===== config.mk =====
export PLATFORM = sky130hd
export DESIGN_NAME = maf_channel_scheduler
export DESIGN_NICKNAME = d
export VERILOG_FILES = /design/src/rtl/maf_channel_scheduler.sv
export SDC_FILE = /design/constraint.sdc
export NUM_CORES = 1
export LEC_CHECK = 0
export ABC_AREA = 1
export CELL_PAD_IN_SITES_DETAIL_PLACEMENT = 1
export CELL_PAD_IN_SITES_GLOBAL_PLACEMENT = 2
export CORE_ASPECT_RATIO = 1.5
export CORE_MARGIN = 3
export CORE_UTILIZATION = 25
export DETAILED_ROUTE_END_ITERATION = 12
export PLACE_DENSITY_LB_ADDON = 0.1
export RECOVER_POWER = 50
export SETUP_SLACK_MARGIN = 0.05
export SYNTH_ARGS = -nofsm -noshare
export SYNTH_HDL_FRONTEND = slang
export SYNTH_SLANG_ARGS = --single-unit

===== constraint.sdc =====
create_clock -name clk -period 4.1 [get_ports clk]
set_clock_uncertainty 0.15 [all_clocks]
set_input_delay 0.615 -clock clk [delete_from_list [all_inputs] [get_ports clk]]
set_output_delay 0.615 -clock clk [all_outputs]
set_load 0.03 [all_outputs]

===== src/rtl/maf_channel_scheduler.sv =====
// Shares one moving-average filter engine among NUM_CH requesters: round-robin sample issue,
// per-channel outstanding credits, tagged result routing and a drain-then-flush sequencer.
module maf_channel_scheduler #(
  parameter int NUM_CH          = 4,
  parameter int DATA_WIDTH      = 16,
  parameter int MAX_OUTSTANDING = 4,
  parameter int CH_W            = $clog2(NUM_CH)
) (
  input  logic                         clk,
  input  logic                         rst,
  input  logic [NUM_CH-1:0]            req_valid,
  input  logic [NUM_CH*DATA_WIDTH-1:0] req_data,
  output logic [NUM_CH-1:0]            req_ready,
  input  logic [NUM_CH-1:0]            flush_req,
  output logic [NUM_CH-1:0]            flush_done,
  input  logic                         eng_ready,
  output logic                         eng_valid,
  output logic                         eng_flush,
  output logic [CH_W-1:0]              eng_ch,
  output logic [DATA_WIDTH-1:0]        eng_data,
  input  logic                         res_valid,
  input  logic [CH_W-1:0]              res_ch,
  input  logic [DATA_WIDTH-1:0]        res_data,
  output logic [NUM_CH-1:0]            out_valid,
  output logic [NUM_CH*DATA_WIDTH-1:0] out_data,
  output logic [1:0]                   dbg_flush_state
);

  localparam int CNT_W = $clog2(MAX_OUTSTANDING + 1);

  // Handshake: a sample moves on channel i in a cycle where req_valid[i] && req_ready[i];
  // req_ready depends on the current inputs, and the engine command follows one clock later.
  typedef enum logic [1:0] {ST_IDLE, ST_DRAIN, ST_FLUSH, ST_DONE} flush_state_e;

  flush_state_e                  state_q, state_d;
  logic [CH_W-1:0]               fch_q, fch_d;
  logic [CH_W-1:0]               rr_ptr_q, rr_ptr_d;
  logic [NUM_CH-1:0]             pend_q, pend_d;
  logic [CNT_W-1:0]              cnt_q [NUM_CH];
  logic [CNT_W-1:0]              cnt_d [NUM_CH];
  logic                          eng_valid_q, eng_valid_d;
  logic                          eng_flush_q, eng_flush_d;
  logic [CH_W-1:0]               eng_ch_q, eng_ch_d;
  logic [DATA_WIDTH-1:0]         eng_data_q, eng_data_d;
  logic [NUM_CH-1:0]             out_valid_q, out_valid_d;
  logic [NUM_CH*DATA_WIDTH-1:0]  out_data_q, out_data_d;

  logic [NUM_CH-1:0]             elig, inc, dec;
  logic                          gnt_found;
  logic [CH_W-1:0]               gnt_idx, low_idx;
  logic                          underflow;

  // Round-robin search from rr_ptr; a channel under pending/active flush is masked.
  always_comb begin
    int idx;
    idx       = 0;
    elig      = '0;
    req_ready = '0;
    gnt_found = 1'b0;
    gnt_idx   = '0;
    for (int i = 0; i < NUM_CH; i++) begin
      elig[i] = !rst && req_valid[i] && (cnt_q[i] < CNT_W'(MAX_OUTSTANDING)) &&
                !pend_q[i] && (state_q != ST_FLUSH) && eng_ready;
    end
    for (int k = 0; k < NUM_CH; k++) begin
      idx = int'(rr_ptr_q) + k;
      if (idx >= NUM_CH) idx = idx - NUM_CH;
      if (!gnt_found && elig[CH_W'(idx)]) begin
        gnt_found = 1'b1;
        gnt_idx   = CH_W'(idx);
      end
    end
    if (gnt_found) req_ready[gnt_idx] = 1'b1;
  end

  always_comb begin
    rr_ptr_d = rr_ptr_q;
    if (gnt_found) rr_ptr_d = (gnt_idx == CH_W'(NUM_CH - 1)) ? '0 : gnt_idx + CH_W'(1);
  end

  // Outstanding credits; results with an out-of-range tag match no channel and are dropped.
  always_comb begin
    underflow   = 1'b0;
    out_valid_d = '0;
    out_data_d  = out_data_q;
    for (int i = 0; i < NUM_CH; i++) begin
      inc[i]   = gnt_found && (gnt_idx == CH_W'(i));
      dec[i]   = res_valid && (res_ch == CH_W'(i));
      cnt_d[i] = cnt_q[i];
      if (dec[i] && (cnt_q[i] == '0)) underflow = 1'b1;
      if (inc[i] && !dec[i]) begin
        cnt_d[i] = cnt_q[i] + CNT_W'(1);
      end else if (dec[i] && !inc[i] && (cnt_q[i] != '0)) begin
        cnt_d[i] = cnt_q[i] - CNT_W'(1);
      end
      if (dec[i]) begin
        out_valid_d[i] = 1'b1;
        out_data_d[i*DATA_WIDTH +: DATA_WIDTH] = res_data;
      end
    end
  end

  always_comb begin
    state_d    = state_q;
    fch_d      = fch_q;
    pend_d     = pend_q | flush_req;
    flush_done = '0;
    low_idx    = '0;
    for (int i = NUM_CH - 1; i >= 0; i--) begin
      if (pend_q[i]) low_idx = CH_W'(i);
    end
    case (state_q)
      ST_IDLE: begin
        if (|pend_q) begin
          state_d = ST_DRAIN;
          fch_d   = low_idx;
        end
      end
      // The flushing channel is masked, so cnt_d only ever falls here.
      ST_DRAIN: if (cnt_d[fch_q] == '0) state_d = ST_FLUSH;
      ST_FLUSH: if (eng_ready) state_d = ST_DONE;
      ST_DONE: begin
        flush_done[fch_q] = 1'b1;
        pend_d[fch_q]     = 1'b0;
        state_d           = ST_IDLE;
      end
      default: state_d = ST_IDLE;
    endcase
  end

  always_comb begin
    eng_valid_d = 1'b0;
    eng_flush_d = 1'b0;
    eng_ch_d    = '0;
    eng_data_d  = '0;
    if (gnt_found) begin
      eng_valid_d = 1'b1;
      eng_ch_d    = gnt_idx;
      eng_data_d  = req_data[int'(gnt_idx)*DATA_WIDTH +: DATA_WIDTH];
    end else if ((state_q == ST_FLUSH) && eng_ready) begin
      eng_valid_d = 1'b1;
      eng_flush_d = 1'b1;
      eng_ch_d    = fch_q;
    end
  end

  always_ff @(posedge clk or posedge rst) begin
    if (rst) begin
      state_q     <= ST_IDLE;
      fch_q       <= '0;
      rr_ptr_q    <= '0;
      pend_q      <= '0;
      eng_valid_q <= 1'b0;
      eng_flush_q <= 1'b0;
      eng_ch_q    <= '0;
      eng_data_q  <= '0;
      out_valid_q <= '0;
      out_data_q  <= '0;
      for (int i = 0; i < NUM_CH; i++) cnt_q[i] <= '0;
    end else begin
      state_q     <= state_d;
      fch_q       <= fch_d;
      rr_ptr_q    <= rr_ptr_d;
      pend_q      <= pend_d;
      eng_valid_q <= eng_valid_d;
      eng_flush_q <= eng_flush_d;
      eng_ch_q    <= eng_ch_d;
      eng_data_q  <= eng_data_d;
      out_valid_q <= out_valid_d;
      out_data_q  <= out_data_d;
      for (int i = 0; i < NUM_CH; i++) cnt_q[i] <= cnt_d[i];
    end
  end

  assign eng_valid       = eng_valid_q;
  assign eng_flush       = eng_flush_q;
  assign eng_ch          = eng_ch_q;
  assign eng_data        = eng_data_q;
  assign out_valid       = out_valid_q;
  assign out_data        = out_data_q;
  assign dbg_flush_state = state_q;

  // A result for a channel with nothing outstanding is an engine protocol error.
  no_result_underflow: assert property (@(posedge clk) disable iff (rst) !underflow);

endmodule


==> out/results.tsv, run 1 <==
metric	value	unit
synthCells	635	
tritoncts.num_buffers	9	
place.detailed.hpwl	14.7	mm
floorplan.io_pins	192	
min_path_type	reg -> reg	
synth_cell_types	34	
number_of_hold_slack_violations_in_the_final_timing_report	0	
timing.critical_path.required	3.34	ns
mappedNetlistNets	750	
yosys_warnings	0	
synth_sequential_area_ratio	0.511	
asyncSetResetFlopFracSynth	1.00	
timing.fmax	263	MHz
clk-insertion-delay-late	0.36	ns
io_buffers	191	
synth.most_common_cell	nand2_1	
cp_slowest_cell	dfrtp_1	
critical_path.top_delay_family	simple AND/OR/NAND/NOR gates	
fp.dieH	186	um
chipWidth	126	um
die_area	23400	um^2
crit_start	dbg_flush_state[1]	
transition_time_at_the_pin_with_the_least_slew_margin	2.11	ns
timing.critical_path.buf_inv	5	
worst_setup_path_end_kind	primary output	
cts_htree_levels	3	
final.min_clock_period	3.80	ns
max-cap-violations	2	
drtPass1Iterations	4	
globalRoute.totalOverflow	0	
antenna_found_initial	0	
timing.critical_path.cells	ha_4 -> inv_1 -> nand2_1 -> nor2_1 -> nand3_1 -> nand3_1 -> nand2_2 -> nor2_1 -> inv_1 -> o211ai_1 -> o21ai_1 -> o21ai_2 -> inv_2 -> ha_1 -> nand2_1 -> inv_1 -> buf_4	
yosys_most_used_dff	dfrtp_1	
p_leak	3.74	nW
grt.total_usage	0.165	
via_count	5020	
regToRegStartpoint	dbg_flush_state[1]	
clockRootBuffer	clkbuf_16	
placed_cells_incl_taps	1083	
num-nets-final	943	
ys_ff_latch	110	
postSynthAreaPerCell	8.48	um^2
worst_path_most_repeated_cell	inv_1	
drive_gt1_frac	0.0768	
report.final.setup_viol	0	
cts_hold_fix_bufs	0	
setup_repair_after_global_routing_missed_its_margin	false	
hp-start	out_data[22]	
worst_slew_margin_rel	-0.415	
antenna_left	0	
average_wire_length_per_cell_after_detail_routing	17.5	um
post-route-period-util	0.926	
synth_enable_flop_cells	0	
clkSlewWorstSetupHoldPaths	0.08	ns
startpoint_types	register	
place_congestion	0.786	
worst-path-max-fanout	5	
layout-area-overhead-vs-synth	48.4	%
std_cell_rows	65	
drt_wl_total	19.3	mm
grt_pass1_wl	30.2	mm
drt_drc_violations_left	0	
fin_setup_tns	0	ns
final_max_slew_viol_count	113	
via_count_of_the_first_global_routing_pass	5605	
outcome	complete, but fails checks	
powerDensity	882	nW/um^2
first_iter_violations	86	
core_area	21100	um^2
yosysTopAreaCell	dfrtp_1	
grt_max_degree	68	
instances_no_fill	1103	
violations_in_the_final_reports	capacitance limit, slew limit	
cts.path.max_buffers	2	
cts_tree	built	
cts_sinks	110	
synth_top_cell_area_share	0.511	
critical_path_arrival	3.03	ns
initial_utilization	0.255	
irDropWorstVdd	0.382	mV
post_drt_via_cell_ratio	4.55	
ys_top_cells_by_count	126 x nand2_1, 110 x dfrtp_1, 96 x o21ai_0, 71 x nor2_1, 64 x inv_1	
worst-setup-path-type	reg -> out	
synth_area	5390	um^2
crit_path_max_incr_delay	0.46	ns
synthTopCellsByArea	dfrtp_1 51%, o21ai_0 8.9%, nand2_1 8.8%	
-- path summary, 6_finish.rpt --
check,slack (ns),to,cells after the start
setup / recovery,0.30,req_ready[0],17
hold / removal,0.34,out_data[22],2
setup reg to reg,0.52,dbg_flush_state[1],26
hold reg to reg,0.34,out_data[22],2
max in group asynchronous,0.73,eng_data[15],3
min in group asynchronous,0.73,rr_ptr_q[1],2
-- where the power goes --
group	leakage [nW]	internal, mW	total [mW]	switching (mW)
Sequential	1.36	1.41	1.61	0.194
Clock	0.163	0.564	1.02	0.452
Combinational	2.22	1.59	4.42	2.83
Total	3.74	3.57	7.05	3.48
-- tightest hold or removal path, stage by stage (launching register included) --
cell,delay (ns)
dfrtp_1,0.35
nand2_1,0.05
o21ai_0,0.06
-- through the flow --
| stage | worst slack [ns] | hold slack (ns) | area [um^2] | utilization | total power [mW] |
|---|---|---|---|---|---|
| 3_5_place_dp | -0.0940 | 0.326 | 7630 | 0.361 | 6.08 |
| 2_1_floorplan | 0.433 | 0.343 | 5390 | - | 4.50 |
| 3_3_place_gp | 0.143 | 0.315 | 7630 | 0.361 | 5.97 |
| 6_report | 0.302 | 0.341 | 7990 | 0.378 | 7.05 |
| 4_1_cts | 0.101 | 0.346 | 7980 | 0.377 | 7.16 |
| 5_1_grt | 0.0511 | 0.374 | 7990 | 0.378 | 7.71 |
-- layer usage --
layer / global-route usage / vias to the layer above / wire [um]
met4: 0.0558 / 0 / 335
met3: 0.0511 / 18 / 1180
met1: 0.183 / 2455 / 7280
met5: 0 / - / 0
met2: 0.301 / 108 / 10500
li1: - / 2439 / -
-- cell usage in the layout, fill, tap and decap left out, types with 5 or more instances in the layout --
| cell type | n |
|---|---|
| ha_1 | 19 |
| nor2_1 | 69 |
| clkbuf_16 | 9 |
| nand2_2 | 5 |
| buf_4 | 12 |
| inv_2 | 5 |
| a21oi_1 | 13 |
| nor3_1 | 6 |
| o21ai_0 | 96 |
| nand3_1 | 41 |
| inv_1 | 63 |
| dfrtp_1 | 110 |
| nand4_1 | 8 |
| mux2i_1 | 7 |
| nand3_2 | 7 |
| o22ai_1 | 7 |
| nand2_1 | 126 |
| clkdlybuf4s50_1 | 183 |
-- kinds of logic (layout without fill, tap and decap cells) --
| logic type | Yosys count | count (layout) | share of synthesized area |
|---|---|---|---|
| AND/OR/NAND/NOR | 276 | 276 | 0.231 |
| AO/OA/AOI/OAI | 122 | 122 | 0.118 |
| flip-flops | 110 | 110 | 0.511 |
| buffers and inverters | 94 | 292 | 0.0688 |
| adder cells (fa/ha/maj) | 21 | 21 | 0.0488 |
| multiplexers | 7 | 7 | 0.0130 |
| XOR/XNOR | 5 | 5 | 0.00952 |
| other | 0 | 2 | 0 |
-- area by class of cell --
class | count | area, um^2
inverter | 72 | 272
clock inverter | 6 | 98.8
tap | 268 | 335
fill | 2506 | 13200
timing repair buffer | 204 | 1990
clock buffer | 10 | 239
multi-input combinational | 431 | 2300
sequential | 110 | 2750
antenna | 2 | 5.00
-- flip-flops by register name, summed over array words and instances, names as in the netlist --
register and flops:
out_data 64, eng_data 16, cnt_q 12, out_valid 4, pend_q 4, dbg_flush_state 2, eng_ch 2, fch_q 2
rr_ptr_q 2, eng_flush 1, eng_valid 1
-- what timing repair did --
| action | in CTS | in global routing |
|---|---|---|
| gates cloned | 0 | 0 |
| endpoints found under the setup margin | 2 | 6 |
| resized for setup | 1 | 8 |
| setup buffers | 1 | 1 |
No activity file was read; power rests on OpenSTA's default activity.
==> run 2: changes to the inputs <==
- clock period: 4.1 -> 3.66 ns (I/O delays scaled with it)
==> out/results.tsv, run 2 (same netlist as run 1, synthesis figures left out) <==
metric	value	unit
outcome	complete, but fails checks	
violations_in_the_final_reports	capacitance limit, slew limit	
num-nets-final	973	
length_of_routed_met2_wiring	10.7	mm
layout_common_cells	181 x clkdlybuf4s50_1, 113 x nand2_1, 110 x dfrtp_1, 96 x o21ai_0, 67 x nor2_1	
clkPwrFrac	0.119	
cts_tree	built	
power.total	8.69	mW
crit_start	dbg_flush_state[0]	
grt_pass1_wl	30.8	mm
antennaDiodeCount	0	
p_switching	4.20	mW
critical_path_arrival	2.80	ns
final_max_slew_viol_count	60	
cp_endpoint	req_ready[1]	
fp.dieH	186	um
clockRootBuffer	clkbuf_16	
post-route-period-util	0.956	
min_path_type	reg -> reg	
report.final.setup_viol	0	
via_count	5149	
final.min_clock_period	3.50	ns
hp-start	out_data[51]	
power_frac_comb	0.674	
globalRoute.totalOverflow	0	
fin_area	8350	um^2
cts_sinks	110	
powerDensity	1040	nW/um^2
drt_drc_violations_left	0	
place_congestion	0.848	
drtPass1Iterations	4	
p_sw_frac	0.484	
cts_htree_levels	3	
chipWidth	126	um
cts_hold_fix_bufs	0	
worst_setup_path_end_kind	primary output	
core_area	21100	um^2
r2r_end	dbg_flush_state[1]	
number_of_hold_slack_violations_in_the_final_timing_report	0	
met1_length	7.44	mm
layout.cells.most_common	clkdlybuf4s50_1	
clk-insertion-delay-late	0.36	ns
startpoint_types	register	
detailed_place.area	7810	um^2
irDropWorstVdd	0.429	mV
p_leak	3.90	nW
layout-area-overhead-vs-synth	55.1	%
io_buffers	191	
top_layer_reached_by_signal_wires	met4	
std_cell_rows	65	
worst-path-max-fanout	4	
post_drt_via_cell_ratio	4.56	
seq_power_share	0.207	
worst_slew_margin_rel	-0.571	
fin_setup_tns	0	ns
max-cap-violations	1	
place.detailed.hpwl	15.1	mm
first_iter_violations	112	
met3RoutedLength	1.18	mm
rrSetupSlack	0.30	ns
antenna_left	0	
grt_max_degree	60	
regToRegStartpoint	dbg_flush_state[0]	
transition_time_at_the_pin_with_the_least_slew_margin	2.35	ns
setup_repair_after_global_routing_missed_its_margin	false	
drt_wl_total	19.8	mm
die_area	23400	um^2
worstRegToRegCells	26	
via_count_of_the_first_global_routing_pass	5715	
largest_register_ffs	64	
worst_case_hold_slack	0.341	ns
tritoncts.num_buffers	9	
drive_gt1_frac	0.143	
worst-setup-path-type	reg -> out	
floorplan.io_pins	192	
grt.total_usage	0.167	
clkSlewWorstSetupHoldPaths	0.08	ns
timing.critical_path.required	2.96	ns
timing.fmax	286	MHz
fillCellCount	2483	
average_wire_length_per_cell_after_detail_routing	17.5	um
antenna_found_initial	0	
cts.path.max_buffers	2	
cell_internal_pwr	4.48	mW
initial_utilization	0.255	
## run 2: worst max-delay path: stages, from the launching register on
cell and delay [ns]:
dfrtp_1 0.39, inv_2 0.09, ha_4 0.18, buf_12 0.11, nor2_4 0.04, nand4_1 0.14
nand3_2 0.10, buf_4 0.15, a21oi_4 0.17, nand3_2 0.12, o211ai_1 0.12, o21ai_2 0.10
o21ai_4 0.10, inv_2 0.11, ha_4 0.17, nand2_2 0.12, inv_2 0.07, buf_6 0.14
## run 2: per-layer routing
metal / vias to the layer above / GRT usage
met5: - / 0
met4: 0 / 0.0537
met3: 24 / 0.0514
met2: 118 / 0.310
met1: 2506 / 0.182
li1: 2501 / -
## run 2: how the worst min path moves through the flow
stage	endpoint	depth (start not counted)	slack (ns)
after global routing	out_data[37]	2	0.36
final	out_data[51]	2	0.34
after CTS	out_data[37]	2	0.34
after floorplan	pend_q[1]	2	0.34
after global placement	out_data[37]	2	0.32
after detailed placement	out_data[41]	2	0.33
## run 2: cell type report
| class | count | area (um^2) | area share |
|---|---|---|---|
| flip-flops and latches | 110 | 2750 | 0.330 |
| multi-input cells | 431 | 2440 | 0.292 |
| repair buffers | 234 | 2250 | 0.270 |
| well taps | 268 | 335 | 0.0401 |
| inverters | 72 | 273 | 0.0327 |
| clock buffers | 11 | 243 | 0.0291 |
| clock inverters | 4 | 55.1 | 0.00659 |
## run 2: stage by stage
step	setup slack [ns]	std cells	utilization
after floorplan	0.00678	635	-
after global placement	-0.101	1108	0.369
after detailed placement	-0.234	1108	0.369
after CTS	0.0308	1124	0.385
after global routing	0.0102	1130	0.395
final	0.162	1130	0.395
## run 2: repair_timing
action / in CTS / in global routing
pin swaps: 1 / 16
endpoints found under the hold margin: 0 / 0
gates resized for setup: 6 / 48
buffers inserted: 1 / 6
endpoints found under the setup margin: 6 / 6
gates cloned: 0 / 0
## run 2: power groups by stage
stage                     registers, mW  logic (mW)  clock network (mW)
after detailed placement           1.82        5.33                   0
after floorplan                    2.22        2.81                   0
after global routing               1.85        6.47                1.13
after CTS                          1.80        5.41                1.08
final                              1.80        5.85                1.04
after global placement             1.81        5.18                   0
